## config.mk

```make
export PLATFORM = sky130hd
export DESIGN_NAME = pipe_ctrl
export DESIGN_NICKNAME = d
export VERILOG_FILES = /design/src/rtl/pipe_ctrl_pkg.sv /design/src/rtl/pipe_ctrl_sat_counter.sv /design/src/rtl/pipe_ctrl.sv
export SDC_FILE = /design/constraint.sdc
export NUM_CORES = 1
export LEC_CHECK = 0
export BUFFER_PORTS_ARGS = -buffer_cell sky130_fd_sc_hd__buf_4
export CORE_MARGIN = 10
export CORE_UTILIZATION = 54
export CTS_BUF_LIST = sky130_fd_sc_hd__clkbuf_16
export DETAILED_ROUTE_END_ITERATION = 10
export PLACE_DENSITY = 0.8
export SKIP_LAST_GASP = 1
export SLEW_MARGIN = 20
export SYNTH_ARGS = -nofsm -noshare
export SYNTH_HDL_FRONTEND = slang
export SYNTH_HIERARCHICAL = 1
export SYNTH_SLANG_ARGS = --single-unit
```

## constraint.sdc

```tcl
create_clock -name clk_i -period 2.6 [get_ports clk_i]
set_input_delay 0.13 -clock clk_i [delete_from_list [all_inputs] [get_ports clk_i]]
set_output_delay 0.13 -clock clk_i [all_outputs]
set_load 0.03 [all_outputs]
```

## src/rtl/pipe_ctrl_pkg.sv

```systemverilog
// Shared types and constants for the pipeline sequencing controller.
//   state_e  : controller FSM encoding (BOOT/RUN/FLUSH), also exported on state_o
//   HZ_*     : hazard codes presented by the hazard detector
//   ctrl_t   : bundle of enable/flush controls for the PC and pipeline registers
package pipe_ctrl_pkg;

  typedef enum logic [1:0] {
    ST_BOOT  = 2'd0,
    ST_RUN   = 2'd1,
    ST_FLUSH = 2'd2
  } state_e;

  localparam logic [1:0] HZ_NONE   = 2'd0;
  localparam logic [1:0] HZ_DATA   = 2'd1;
  localparam logic [1:0] HZ_BRANCH = 2'd2;

  typedef struct packed {
    logic pc_en;
    logic if_id_en;
    logic if_id_flush;
    logic id_ex_en;
    logic id_ex_flush;
    logic ex_mem_en;
    logic mem_wb_en;
  } ctrl_t;

  // Pipeline clear: everything held, front registers forced to NOP.
  localparam ctrl_t CTRL_BOOT   = '{pc_en: 1'b0, if_id_en: 1'b0, if_id_flush: 1'b1,
                                    id_ex_en: 1'b0, id_ex_flush: 1'b1,
                                    ex_mem_en: 1'b0, mem_wb_en: 1'b0};
  localparam ctrl_t CTRL_RUN    = '{pc_en: 1'b1, if_id_en: 1'b1, if_id_flush: 1'b0,
                                    id_ex_en: 1'b1, id_ex_flush: 1'b0,
                                    ex_mem_en: 1'b1, mem_wb_en: 1'b1};
  // Data hazard: hold PC and IF/ID, push a bubble into ID/EX.
  localparam ctrl_t CTRL_STALL  = '{pc_en: 1'b0, if_id_en: 1'b0, if_id_flush: 1'b0,
                                    id_ex_en: 1'b1, id_ex_flush: 1'b1,
                                    ex_mem_en: 1'b1, mem_wb_en: 1'b1};
  // Taken branch: PC loads the redirect target, the two front stages are squashed.
  localparam ctrl_t CTRL_BRANCH = '{pc_en: 1'b1, if_id_en: 1'b1, if_id_flush: 1'b1,
                                    id_ex_en: 1'b1, id_ex_flush: 1'b1,
                                    ex_mem_en: 1'b1, mem_wb_en: 1'b1};

endpackage

```

## src/rtl/pipe_ctrl_sat_counter.sv

```systemverilog
// Saturating up-counter used for the performance counters.
//   clk_i, rst_ni : clock, asynchronous active-low reset (clears the count)
//   clr_i         : synchronous clear, wins over inc_i
//   inc_i         : increment by one, sticks at all-ones
//   cnt_o         : current count
module sat_counter #(
  parameter int WIDTH = 16
) (
  input  logic             clk_i,
  input  logic             rst_ni,
  input  logic             clr_i,
  input  logic             inc_i,
  output logic [WIDTH-1:0] cnt_o
);

  logic [WIDTH-1:0] cnt_q;
  logic [WIDTH-1:0] cnt_d;

  always_comb begin
    cnt_d = cnt_q;
    if (clr_i) begin
      cnt_d = '0;
    end else if (inc_i && (cnt_q != '1)) begin
      cnt_d = cnt_q + 1'b1;
    end
  end

  always_ff @(posedge clk_i or negedge rst_ni) begin
    if (!rst_ni) begin
      cnt_q <= '0;
    end else begin
      cnt_q <= cnt_d;
    end
  end

  assign cnt_o = cnt_q;

endmodule

```

## src/rtl/pipe_ctrl.sv

```systemverilog
// Sequencing controller for a 5-stage non-forwarding RV32I pipeline.
// Turns the hazard detector's code and the LSU memory-busy freeze into
// enable/flush controls for the PC and the four pipeline registers, runs the
// post-reset pipeline clear and the multi-cycle branch flush, and keeps
// saturating stall/flush event counters.
//   clk_i, rst_ni      : clock, asynchronous active-low reset
//   hazard_op_i        : 0 none, 1 data hazard, 2/3 taken branch
//   mem_busy_i         : freeze the whole pipeline this cycle
//   *_en_o, *_flush_o  : register enables / clear-to-NOP controls (combinational)
//   stall_cnt_o        : data-stall cycles, saturating
//   flush_cnt_o        : taken-branch events, saturating
//   state_o            : current FSM state for debug
module pipe_ctrl
  import pipe_ctrl_pkg::*;
#(
  parameter int FLUSH_CYCLES = 1,
  parameter int CNT_W        = 16
) (
  input  logic             clk_i,
  input  logic             rst_ni,
  input  logic [1:0]       hazard_op_i,
  input  logic             mem_busy_i,
  output logic             pc_en_o,
  output logic             if_id_en_o,
  output logic             if_id_flush_o,
  output logic             id_ex_en_o,
  output logic             id_ex_flush_o,
  output logic             ex_mem_en_o,
  output logic             mem_wb_en_o,
  output logic [CNT_W-1:0] stall_cnt_o,
  output logic [CNT_W-1:0] flush_cnt_o,
  output logic [1:0]       state_o
);

  // Remaining FLUSH cycles after the branch cycle itself.
  localparam logic [2:0] FLUSH_RELOAD = 3'(FLUSH_CYCLES - 1);

  state_e     state_q, state_d;
  logic [2:0] flush_rem_q, flush_rem_d;
  ctrl_t      ctrl;
  logic       stall_inc;
  logic       flush_inc;
  logic       cnt_clr;

  always_comb begin
    state_d     = state_q;
    flush_rem_d = flush_rem_q;
    ctrl        = '0;
    stall_inc   = 1'b0;
    flush_inc   = 1'b0;

    unique case (state_q)
      ST_BOOT: begin
        ctrl    = CTRL_BOOT;
        state_d = ST_RUN;
      end

      ST_RUN: begin
        // A freeze leaves ctrl all-zero and every piece of state untouched.
        if (!mem_busy_i) begin
          if (hazard_op_i[1]) begin
            ctrl      = CTRL_BRANCH;
            flush_inc = 1'b1;
            if (FLUSH_CYCLES > 1) begin
              state_d     = ST_FLUSH;
              flush_rem_d = FLUSH_RELOAD;
            end
          end else if (hazard_op_i == HZ_DATA) begin
            ctrl      = CTRL_STALL;
            stall_inc = 1'b1;
          end else begin
            ctrl = CTRL_RUN;
          end
        end
      end

      ST_FLUSH: begin
        // Data hazards are dropped here: the stale ID operands are being squashed anyway.
        if (!mem_busy_i) begin
          ctrl = CTRL_BRANCH;
          if (hazard_op_i[1]) begin
            flush_rem_d = FLUSH_RELOAD;
            flush_inc   = 1'b1;
          end else begin
            flush_rem_d = flush_rem_q - 3'd1;
            if (flush_rem_q == 3'd1) begin
              state_d = ST_RUN;
            end
          end
        end
      end

      default: begin
        state_d = ST_BOOT;
      end
    endcase
  end

  always_ff @(posedge clk_i or negedge rst_ni) begin
    if (!rst_ni) begin
      state_q     <= ST_BOOT;
      flush_rem_q <= 3'd0;
    end else begin
      state_q     <= state_d;
      flush_rem_q <= flush_rem_d;
    end
  end

  // Every pipeline clear starts the event counters from zero.
  assign cnt_clr = (state_q == ST_BOOT);

  sat_counter #(.WIDTH(CNT_W)) u_stall_cnt (
    .clk_i  (clk_i),
    .rst_ni (rst_ni),
    .clr_i  (cnt_clr),
    .inc_i  (stall_inc),
    .cnt_o  (stall_cnt_o)
  );

  sat_counter #(.WIDTH(CNT_W)) u_flush_cnt (
    .clk_i  (clk_i),
    .rst_ni (rst_ni),
    .clr_i  (cnt_clr),
    .inc_i  (flush_inc),
    .cnt_o  (flush_cnt_o)
  );

  assign pc_en_o       = ctrl.pc_en;
  assign if_id_en_o    = ctrl.if_id_en;
  assign if_id_flush_o = ctrl.if_id_flush;
  assign id_ex_en_o    = ctrl.id_ex_en;
  assign id_ex_flush_o = ctrl.id_ex_flush;
  assign ex_mem_en_o   = ctrl.ex_mem_en;
  assign mem_wb_en_o   = ctrl.mem_wb_en;
  assign state_o       = state_q;

endmodule
```

==> summary.md <==
| Metric | Value |
|---|---|
| Post-CTS Setup Inserts | 0 |
| WL met3 | 373 um |
| Die span in x | roughly 81 um |
| CTS max path bufs | 2 |
| Tmin final | between 2 and 2.5 ns |
| DR iter-0 viols | 107 |
| Post-synth cell types | 32 |
| Final Power | about 0.0011 W |
| Final period util | approximately 84% |
| Max Fclk | 0.459 GHz |
| Clock root buffer | clkbuf_16 |
| Net Sw Power | about 0.00026 W |
| Die Y | 80.9 um |
| Comb pwr share | between 6 and 7% |
| Largest net degree at the start of global routing | between 40 and 50 |
| Yosys reg bits | 33 |
| Layout cell share with drive strength beyond 1 | between 20% and 30% |
| Finish-stage setup viols | 0 |
| Net Sw Frac | a little under a quarter |
| Arr. time, crit path | around 2.4 ns |
| Post-placement cell count | 293 |
| Outcome | finished, final reports clean |
| DRC errors left | 0 |
| CTS tree | yes |
| MaxCap Viol Count | 0 |
| Metal1 wirelength | between 2000 and 2500 um |
| Leak pwr | between 1 and 1.5 nW |
| Critical Path RT | 2.80 ns |
| Syn Area/Cell | 9.45 sq um |
| CP max FO | 22 |
| Post-synth ARST share | 100% |
| Post-synth EDFFs | 0 |
| Flip-flop and latch area | 826 sq um |
| Routed Antenna Nets | 0 |
| Cells after Synth | 212 |
| Fillers | 324 |
| Final Util | 68.3% |
| Post-Syn Area | 2000 sq um |
| Clock buffers created by TritonCTS | 5 |
| Uppermost routed layer | met4 |
| Vias in the first global route | 1762 |
| WS Path Type | reg2reg |
| Cell Int Power | approximately 0.0009 W |
| Rows | 22 |
| Core Area | 3630 sq um |
| Ports | 46 |
| Net Count, Synth | 219 |
| Worst-Margin Slew | 0.551 ns |
| CP Capture Type | flip-flop |
| Vias | 1848 |
| Peak supply drop | 0.319 mV |
| GP Congestion | 0.826 |
| Normalized max-slew margin | 63.2% |
| Post-synthesis sequential area ratio | between 40% and 50% |
| GRT Total Usage | 15.6% |
| Multi-input logic area | about 1100 sq um |
| H-tree depth | 2 |
| Die area | 6550 sq um |
| Port bufs | 44 |
| Initial Utilization | between 50% and 60% |
| Worst min-delay path category | in2reg |
| P&R area growth vs syn | 23.8% |
| Layout Cells excl Fill | 302 |
| WHS | 0.241 ns |
| Setup TNS | 0 ns |
| Initial antenna violation count | 0 |
| CTS resizes | 0 |
| N_diodes | 0 |
| DRT Wirelength | a little under 5000 um |
| Clock latency on the worst-skew pair | between 0.2 and 0.3 ns |
| Power density cells | 461 nW/um^2 |
| Clock Skew | 0.00272 ns |
| Via density | 6.12 |
| Seq pwr share | 45.5% |
| Nature of the critical path startpoint | flip-flop |
| Slew Viols, Final | 0 |
| HPWL Detailed | 3300 um |
| GRT overflow | 0 |
| NumNets Final | 260 |
| Reg clk slew, reported paths | 0.05 ns |
| Drt wl/cell | ~16 um |
| DR pass1 iterations | 4 |
| RSZ-0062 raised after global routing | false |
| Met2 Routed Length | 2290 um |
| Clk pwr share | 47.6% |
| Yosys warning total | 6 |
| CTS Sinks | 33 |
| Fin. Hold Viols | 0 |
| Global-route wire length before repair | 8370 um |
| Synth Flop Type | dfrtp_1 |
==> layout by cell type, fill, tap and decap left out, drive strengths merged <==
cell	count
nand4	14
dfrtp	33
nor3	3
a21oi	22
o211ai	2
ha	2
nand3	6
nor2	9
nor4	10
inv	11
nand3b	2
a211oi	2
nand2	12
mux2	8
or3	6
o31ai	14
a21boi	1
and4	4
buf	47
conb	2
or4	14
and3	5
dlygate4sd3	1
nor2b	9
clkbuf	5
o21ai	10
==> synthesized netlist by cell type, types with 2 or more instances <==
cell type | count | area, sq um
nand3_1 | 6 | 30.0
dfrtp_1 | 33 | 826
nor4_4 | 2 | 42.5
nand2_1 | 12 | 45.0
nand4_2 | 2 | 25.0
ha_1 | 2 | 25.0
or3_1 | 4 | 25.0
a21oi_1 | 22 | 110
buf_6 | 2 | 22.5
o21ai_0 | 4 | 20.0
o31ai_1 | 14 | 105
or4_2 | 4 | 35.0
and3_1 | 5 | 31.3
mux2_1 | 8 | 90.1
nand4_1 | 12 | 75.1
o21ai_1 | 6 | 30.0
conb_1 | 2 | 7.51
or3_2 | 2 | 15.0
nand3b_1 | 2 | 15.0
a211oi_2 | 2 | 25.0
nor2b_1 | 8 | 50.1
nor4_1 | 8 | 50.1
nor2_1 | 9 | 33.8
nor3_1 | 3 | 15.0
buf_4 | 4 | 30.0
o211ai_2 | 2 | 25.0
clkbuf_1 | 8 | 30.0
or4_1 | 10 | 75.1
inv_1 | 8 | 30.0
and4_2 | 4 | 40.0
==> timing repair <==
item,in CTS,in global routing
hold buffers,1,0
endpoints found under the setup margin,0,0
hold endpoints to repair,33,0
==> power groups by stage <==
stage	logic (W)	clock network, W	registers, W
2_1_floorplan	0.0000445	0	0.000533
3_3_place_gp	0.0000788	0	0.000528
3_5_place_dp	0.0000799	0	0.000528
4_1_cts	0.0000809	0.000558	0.000520
5_1_grt	0.0000877	0.000579	0.000520
6_report	0.0000792	0.000544	0.000520
==> worst max-delay path, stage by stage (launching register included) <==
cell and delay, ns:
dfrtp_1 0.39, inv_1 0.07, nor3_1 0.39, inv_1 0.38, or4_2 0.72, a21oi_1 0.16
==> stage by stage <==
step | worst slack, ns | area [sq um]
4_1_cts | 0.441 | 2480
6_report | 0.423 | 2480
3_5_place_dp | 0.457 | 2330
3_3_place_gp | 0.547 | 2330
5_1_grt | 0.202 | 2480
2_1_floorplan | 0.395 | 2000
==> flip-flops by register name (all words and copies together) (netlist names) <==
register           flops
u_flush_cnt/cnt_o     16
u_stall_cnt/cnt_o     16
state_o                1
==> routing by layer <==
metal,up-vias,GRT usage (%)
met5,-,0
met4,0,6.06
met3,7,5.74
met2,63,24.4
met1,892,19.3
li1,886,-
==> worst paths after layout <==
check,start,end,slack [ns],depth (start not counted)
setup / recovery,state_o[0]$_DFFE_PN0N_,u_flush_cnt/cnt_o[3]$_DFFE_PN0P_,0.42,5
hold reg to reg,u_flush_cnt/cnt_o[10]$_DFFE_PN0P_,u_flush_cnt/cnt_o[10]$_DFFE_PN0P_,0.60,2
max in group asynchronous,rst_ni,u_stall_cnt/cnt_o[9]$_DFFE_PN0P_,1.97,2
hold / removal,mem_busy_i,u_flush_cnt/cnt_o[1]$_DFFE_PN0P_,0.24,4
min in group asynchronous,rst_ni,u_stall_cnt/cnt_o[0]$_DFFE_PN0P_,0.34,2
setup reg to reg,state_o[0]$_DFFE_PN0N_,u_flush_cnt/cnt_o[3]$_DFFE_PN0P_,0.42,5
==> cell families (layout without fill, tap and decap cells) <==
family | Yosys count | after routing | share of synthesized area (%)
multiplexers | 8 | 8 | 4.49
flip-flops | 33 | 33 | 41.2
AND/OR/NAND/NOR | 94 | 94 | 30.8
buffers and inverters | 22 | 64 | 5.62
adder cells (fa/ha/maj) | 2 | 2 | 1.25
other | 2 | 2 | 0.375
AO/OA/AOI/OAI | 51 | 51 | 16.3
==> final cells by class <==
type | instances | share of cell area [%]
Multi-Input combinational cell | 157 | 43.0
Sequential cell | 33 | 33.3
Timing Repair Buffer | 48 | 14.6
Clock buffer | 5 | 5.04
Tap cell | 48 | 2.42
Inverter | 8 | 1.21
Clock inverter | 3 | 0.454
(Power assumes the default switching activity.)
